==> src/rtl/mult_seq_pkg.sv <==
// Shared types and sizing helpers for the parametrised sequential multiplier.
package mult_seq_pkg;

  typedef enum logic [1:0] {IDLE, RUN, FIX} state_t;

  // Number of chunk-by-chunk partial products needed for one full product.
  function automatic int steps(input int aw, input int bw, input int ac, input int bc);
    return (aw / ac) * (bw / bc);
  endfunction

  function automatic int cnt_w(input int n);
    return (n < 2) ? 1 : $clog2(n);
  endfunction

endpackage

==> src/rtl/mult_seq_param_if.sv <==
// start/busy/done handshake plus operand/result bus for mult_seq_param.
// MULT_SIGNED_EN adds the is_signed request bit.
interface mult_seq_param_if #(
  parameter int A_WIDTH = 32,
  parameter int B_WIDTH = 32
);
  logic                       start;
  logic [A_WIDTH-1:0]         a;
  logic [B_WIDTH-1:0]         b;
`ifdef MULT_SIGNED_EN
  logic                       is_signed;
`endif
  logic                       busy;
  logic                       done;
  logic [A_WIDTH+B_WIDTH-1:0] product;

`ifdef MULT_SIGNED_EN
  modport master (output start, a, b, is_signed, input busy, done, product);
  modport slave  (input start, a, b, is_signed, output busy, done, product);
`else
  modport master (output start, a, b, input busy, done, product);
  modport slave  (input start, a, b, output busy, done, product);
`endif
endinterface

==> src/rtl/mult_seq_pp.sv <==
// One partial product: selects a-slice i and b-slice j, multiplies them and
// places the result at its weight inside the full-width product.
module mult_seq_pp #(
  parameter int A_WIDTH = 32,
  parameter int B_WIDTH = 32,
  parameter int A_CHUNK = 8,
  parameter int B_CHUNK = 16,
  parameter int IW      = 2,
  parameter int JW      = 1
) (
  input  logic [A_WIDTH-1:0]         a,
  input  logic [B_WIDTH-1:0]         b,
  input  logic [IW-1:0]              i,
  input  logic [JW-1:0]              j,
  output logic [A_WIDTH+B_WIDTH-1:0] pp
);
  localparam int PW = A_WIDTH + B_WIDTH;
  localparam int CW = A_CHUNK + B_CHUNK;

  logic [A_CHUNK-1:0] a_sl;
  logic [B_CHUNK-1:0] b_sl;
  logic [CW-1:0]      prod;

  assign a_sl = a[int'(i)*A_CHUNK +: A_CHUNK];
  assign b_sl = b[int'(j)*B_CHUNK +: B_CHUNK];
  assign prod = {{B_CHUNK{1'b0}}, a_sl} * {{A_CHUNK{1'b0}}, b_sl};
  assign pp   = PW'(prod) << (int'(i)*A_CHUNK + int'(j)*B_CHUNK);
endmodule

==> src/rtl/mult_seq_param.sv <==
// Sequential multiplier: one A_CHUNK x B_CHUNK partial product per cycle,
// accumulated into product. Optional signed mode under MULT_SIGNED_EN.
module mult_seq_param
  import mult_seq_pkg::*;
#(
  parameter int A_WIDTH = 32,
  parameter int B_WIDTH = 32,
  parameter int A_CHUNK = 8,
  parameter int B_CHUNK = 16
) (
  input  logic             clk,
  input  logic             reset,
  mult_seq_param_if.slave  bus
);
  localparam int NA = A_WIDTH / A_CHUNK;
  localparam int NB = B_WIDTH / B_CHUNK;
  localparam int N  = steps(A_WIDTH, B_WIDTH, A_CHUNK, B_CHUNK);
  localparam int CW = cnt_w(N);
  localparam int IW = cnt_w(NA);
  localparam int JW = cnt_w(NB);
  localparam int PW = A_WIDTH + B_WIDTH;

  generate
    if ((A_WIDTH % A_CHUNK) != 0 || (B_WIDTH % B_CHUNK) != 0) begin : g_bad_param
      $error("mult_seq_param: widths %0d/%0d not multiples of chunks %0d/%0d",
             A_WIDTH, B_WIDTH, A_CHUNK, B_CHUNK);
    end
  endgenerate

  state_t             state, state_n;
  logic [CW-1:0]      cnt;
  logic [A_WIDTH-1:0] a_lat;
  logic [B_WIDTH-1:0] b_lat;
  logic [PW-1:0]      product;
  logic [PW-1:0]      pp;
  logic               busy, done;
  logic               accept, last;
  logic [IW-1:0]      si;
  logic [JW-1:0]      sj;
`ifdef MULT_SIGNED_EN
  logic               neg;
  logic               a_neg, b_neg;

  assign a_neg = bus.is_signed & bus.a[A_WIDTH-1];
  assign b_neg = bus.is_signed & bus.b[B_WIDTH-1];
`endif

  // Step k walks a-slices fastest: i = k % NA, j = k / NA.
  assign si   = IW'(int'(cnt) % NA);
  assign sj   = JW'(int'(cnt) / NA);
  assign last = (int'(cnt) == N - 1);

  mult_seq_pp #(
    .A_WIDTH(A_WIDTH), .B_WIDTH(B_WIDTH),
    .A_CHUNK(A_CHUNK), .B_CHUNK(B_CHUNK),
    .IW(IW), .JW(JW)
  ) u_pp (
    .a(a_lat), .b(b_lat), .i(si), .j(sj), .pp(pp)
  );

  always_ff @(posedge clk or posedge reset) begin
    if (reset) state <= IDLE;
    else       state <= state_n;
  end

  always_comb begin
    state_n = state;
    accept  = 1'b0;
    case (state)
      IDLE: if (bus.start) begin
        accept  = 1'b1;
        state_n = RUN;
      end
`ifdef MULT_SIGNED_EN
      RUN:  if (last) state_n = FIX;
      FIX:  state_n = IDLE;
`else
      RUN:  if (last) state_n = IDLE;
`endif
      default: state_n = IDLE;
    endcase
  end

  always_ff @(posedge clk or posedge reset) begin
    if (reset) begin
      cnt     <= '0;
      a_lat   <= '0;
      b_lat   <= '0;
      product <= '0;
      busy    <= 1'b0;
      done    <= 1'b0;
`ifdef MULT_SIGNED_EN
      neg     <= 1'b0;
`endif
    end else begin
      done <= 1'b0;
      if (accept) begin
`ifdef MULT_SIGNED_EN
        // Negating the most negative value yields its magnitude as unsigned.
        a_lat <= a_neg ? -bus.a : bus.a;
        b_lat <= b_neg ? -bus.b : bus.b;
        neg   <= a_neg ^ b_neg;
`else
        a_lat <= bus.a;
        b_lat <= bus.b;
`endif
        product <= '0;
        cnt     <= '0;
        busy    <= 1'b1;
      end else if (state == RUN) begin
        product <= product + pp;
        cnt     <= cnt + CW'(1);
`ifndef MULT_SIGNED_EN
        if (last) begin
          busy <= 1'b0;
          done <= 1'b1;
        end
`endif
      end
`ifdef MULT_SIGNED_EN
      else if (state == FIX) begin
        product <= neg ? -product : product;
        busy    <= 1'b0;
        done    <= 1'b1;
      end
`endif
    end
  end

  assign bus.busy    = busy;
  assign bus.done    = done;
  assign bus.product = product;
endmodule

==> src/flat_wrapper.sv <==
// flat-port wrapper written by rule: the top's interface ports become plain ports
module mult_seq_param_flat import mult_seq_pkg::*;
#(
  parameter int A_WIDTH = 32,
  parameter int B_WIDTH = 32,
  parameter int A_CHUNK = 8,
  parameter int B_CHUNK = 16
)
  (clk, reset, bus_start, bus_a, bus_b, bus_busy, bus_done, bus_product);
  mult_seq_param_if #(.A_WIDTH(A_WIDTH), .B_WIDTH(B_WIDTH)) bus_i ();
  input  logic clk;
  input  logic reset;
  input wire logic [$bits(bus_i.start)-1:0] bus_start;
  input wire logic [$bits(bus_i.a)-1:0] bus_a;
  input wire logic [$bits(bus_i.b)-1:0] bus_b;
  output wire logic [$bits(bus_i.busy)-1:0] bus_busy;
  output wire logic [$bits(bus_i.done)-1:0] bus_done;
  output wire logic [$bits(bus_i.product)-1:0] bus_product;
  assign bus_i.start = bus_start;
  assign bus_i.a = bus_a;
  assign bus_i.b = bus_b;
  assign bus_busy = bus_i.busy;
  assign bus_done = bus_i.done;
  assign bus_product = bus_i.product;
  mult_seq_param #(.A_WIDTH(A_WIDTH), .B_WIDTH(B_WIDTH), .A_CHUNK(A_CHUNK), .B_CHUNK(B_CHUNK)) u_core (.clk(clk), .reset(reset), .bus(bus_i));
endmodule
==> config.mk <==
export PLATFORM = sky130hd
export DESIGN_NAME = mult_seq_param_flat
export DESIGN_NICKNAME = d
export VERILOG_FILES = /design/src/rtl/mult_seq_pkg.sv /design/src/rtl/mult_seq_param_if.sv /design/src/rtl/mult_seq_pp.sv /design/src/rtl/mult_seq_param.sv /design/src/flat_wrapper.sv
export SDC_FILE = /design/constraint.sdc
export NUM_CORES = 1
export LEC_CHECK = 0
export ABC_CLOCK_PERIOD_IN_PS = 11950
export CORE_UTILIZATION = 56
export CTS_CLUSTER_DIAMETER = 30
export CTS_CLUSTER_SIZE = 8
export DETAILED_ROUTE_END_ITERATION = 10
export PLACE_DENSITY = 0.78
export SETUP_SLACK_MARGIN = 0.5
export SLEW_MARGIN = 20
export SYNTH_ARGS = -nofsm -noshare
export SYNTH_HDL_FRONTEND = slang
export SYNTH_SLANG_ARGS = --single-unit
==> constraint.sdc <==
create_clock -name clk -period 11.95 [get_ports clk]
set_input_delay 2.39 -clock clk [delete_from_list [all_inputs] [get_ports clk]]
set_output_delay 2.39 -clock clk [all_outputs]
set_load 0.1 [all_outputs]
==> run_results.csv <==
group,metric,value,unit
layout,final_common_cell,"nor2_1",
yosys,synthSimpleGateAreaFrac,16.3,%
routing,vias,12600,
routing,firstDrtPassIters,6,
layout,num_antenna_cells,0,
routing,drt_wl_total,41300,um
run,drv_cap,0,
yosys,syn_nets,1900,
placed_design,hpwl,32200,um
setup_path,r2r_cells,28,
yosys,synth_compound_area_share,19.5,%
timing,hold_violations,0,
hold_path,hp-class,"flip-flop to flip-flop",
yosys,synth_edf_count,0,
clocking,cts_hold_buf,0,
yosys,synth.area.mux_share,8.21,%
clocking,cts_buffer_depth,2,
global_route,grt_pass1_wl,66300,um
setup_path,crit_path_end,"u_core.bus.product[36]",
clocking,cts-root-buf,"clkbuf_16",
timing,finalSetupViolCount,0,
setup_path,endpoint_kind,"flip-flop",
placed_design,gp_congestion,0.974,
timing,final.setup.tns,0,ns
setup_path,slowest_stage,"dfrtp_1",
setup_path,ff2ff_setup_slack,2.36,ns
yosys,synth-main-ff-cell,"dfrtp_1",
floorplanning,initial_core_util,57.5,%
clocking,cts_resized,0,
yosys,synth_seq_cells,134,
clocking,htree_levels,4,
global_route,grt_max_degree,73,
floorplanning,core,0.0245,sq mm
clocking,cts_setup_buffers,0,
floorplanning,row_count,57,
clocking,insertion_delay,0.45,ns
global_route,first_global_vias,12400,
yosys,syn-cell-area,0.0141,sq mm
timing,grt_setup_unrepaired,"no",
setup_path,reg2reg_from,"u_core.cnt[2]",
timing,fmax,104,MHz
setup_path,required,12.23,ns
layout,final_area,0.0161,sq mm
setup_path,critPathMaxStageDelay,1.09,ns
layout,layout_common_cells,"nor2_1, nand2_1, dfrtp_1",
floorplanning,ios,133,
setup_path,crit_fanout,20,
setup_path,cp_top_family,"compound AO/OA/AOI/OAI gates",
setup_path,critPathLaunch,"u_core.cnt[2]",
timing,clock_skew,0.0175,ns
yosys,yosysUniqueCellTypes,78,
setup_path,timing.rr.end,"u_core.bus.product[36]",
yosys,synth-adder-area-share,21.9,%
routing,via_per_inst,6.16,
layout,area_growth,14.8,%
setup_path,cp-start-kind,"flip-flop",
setup_path,cp.depth,28,
timing,fin_crit_sh,80.2,%
setup_path,path_class,"flip-flop to flip-flop",
global_route,antenna_found_initial,0,
floorplanning,die_area,0.0257,sq mm
timing,tightest_slew,1.13,ns
clocking,cts_buffers,17,
placed_design,port_buffers,132,
timing,slew_violations,0,
yosys,seq_area_frac_synth,23.9,%
yosys,async_flop_share,100,%
floorplanning,die_x,160,um
routing,ant_nets,0,
layout,nNetsFinal,1977,
timing,relSlewSlack,24.4,%
yosys,synth_xor_area_share,4.21,%
routing,drc,0,
global_route,gr-total-overflow,0,
global_route,grt_use_total,32.6,%
setup_path,critPathBufInv,3,
yosys,yosysWarningCount,0,
layout,n_fill_cell,2010,
clocking,cts_tree,"done",
floorplanning,die_h,160,um
yosys,synth_top_family_by_area,"adder cells",
routing,drt_iter0_drc,940,
clocking,clock_sinks,134,
layout,drive_gt1_share,9.32,%
yosys,synth.avg_cell_area,8.58,sq um
routing,wl_per_cell,20.1,um
setup_path,critPathArrivalTime,9.87,ns
placed_design,dpl_cell_area,0.0155,sq mm
timing,finalCriticalPeriod,9.59,ns
clocking,clk_transition_reported_paths,0.07,ns
status,status,"completed",
yosys,postSynthCellCount,1638,
-- how the worst min path moves through the flow --
stage,startpoint,to,slack (ns),cells past startpoint
floorplan,u_core.a_lat[10],u_core.a_lat[10],0.47,1
global placement,u_core.bus.busy,u_core.bus.busy,0.47,1
detailed placement,u_core.bus.busy,u_core.bus.busy,0.47,1
CTS,u_core.bus.busy,u_core.bus.busy,0.49,1
global route,u_core.bus.busy,u_core.bus.busy,0.50,1
finish,u_core.bus.busy,u_core.bus.busy,0.48,1
-- synthesized netlist by cell type (5+ instances only) --
cell type	n	area (sq um)
a22o_1	5	43.8
o31ai_1	6	45.0
nand2_1	149	559
a21o_1	42	315
and3_1	8	50.1
a32o_1	6	60.1
nand2b_1	14	87.6
o21a_1	12	90.1
nor2_1	185	694
fa_1	85	1700
dfrtp_1	134	3350
nand3_1	34	170
a211o_1	6	52.6
nor3_1	18	90.1
buf_6	5	56.3
o211ai_1	11	82.6
a22oi_1	7	52.6
mux2i_1	32	320
o21ai_1	14	70.1
o21ai_0	99	495
xnor2_1	39	342
a31oi_1	16	100
o21bai_1	23	173
or3_1	5	31.3
clkbuf_1	64	240
a211oi_1	12	90.1
mux2_2	74	833
xor2_1	26	228
ha_1	110	1380
a21oi_1	96	480
nor2b_1	19	119
o22ai_1	17	106
inv_1	125	469
nand4_1	24	150
or2_2	18	113
buf_2	7	35.0
and2_1	18	113
-- routing by layer --
layer / part of all wire [%] / track usage, % / routed length [um]
met1: 43 / 41.8 / 17600
met2: 48 / 55.5 / 20000
met3: 5.6 / 4.67 / 2320
met4: 3.3 / 13.0 / 1380
met5: 0 / 0 / 0
-- cell type report --
cell class	count	area, sq um	area share (%)
clock buffer	17	425	2.64
clock inverter	14	188	1.16
inverter	128	485	3.01
multi-input combinational	1293	9890	61.3
sequential	134	3350	20.8
tap	324	405	2.51
timing repair buffer	141	1390	8.61
-- cells by family (layout without fill, tap and decap cells) --
kind of cell             Yosys count  after routing
AND/OR/NAND/NOR                  507            507
AO/OA/AOI/OAI                    419            419
multiplexers                     106            106
buffers and inverters            211            300
adder cells (fa/ha/maj)          195            195
XOR/XNOR                          66             66
flip-flops                       134            134
-- stage by stage --
| stage | utilization, % | setup WS [ns] | hold WS, ns | instances |
|---|---|---|---|---|
| after detailed placement | 63.4 | 2.51 | 0.469 | 2020 |
| final | 66.0 | 2.36 | 0.484 | 2051 |
| after global placement | 63.4 | 2.55 | 0.469 | 2020 |
| after floorplan | - | 3.58 | 0.475 | 1638 |
| after global routing | 66.0 | 1.85 | 0.498 | 2051 |
| after CTS | 65.9 | 2.44 | 0.489 | 2051 |
-- flip-flops by register name, indices dropped and copies added (netlist names) --
| signal | count |
|---|---|
| u_core.bus.product | 64 |
| u_core.a_lat | 32 |
| u_core.state | 1 |
| u_core.cnt | 3 |
| u_core.bus.done | 1 |
| u_core.bus.busy | 1 |
| u_core.b_lat | 32 |
Power is left out: the tool's default activity adds up to more than one toggle a clock period on the data nets, which glitch-free logic cannot reach.
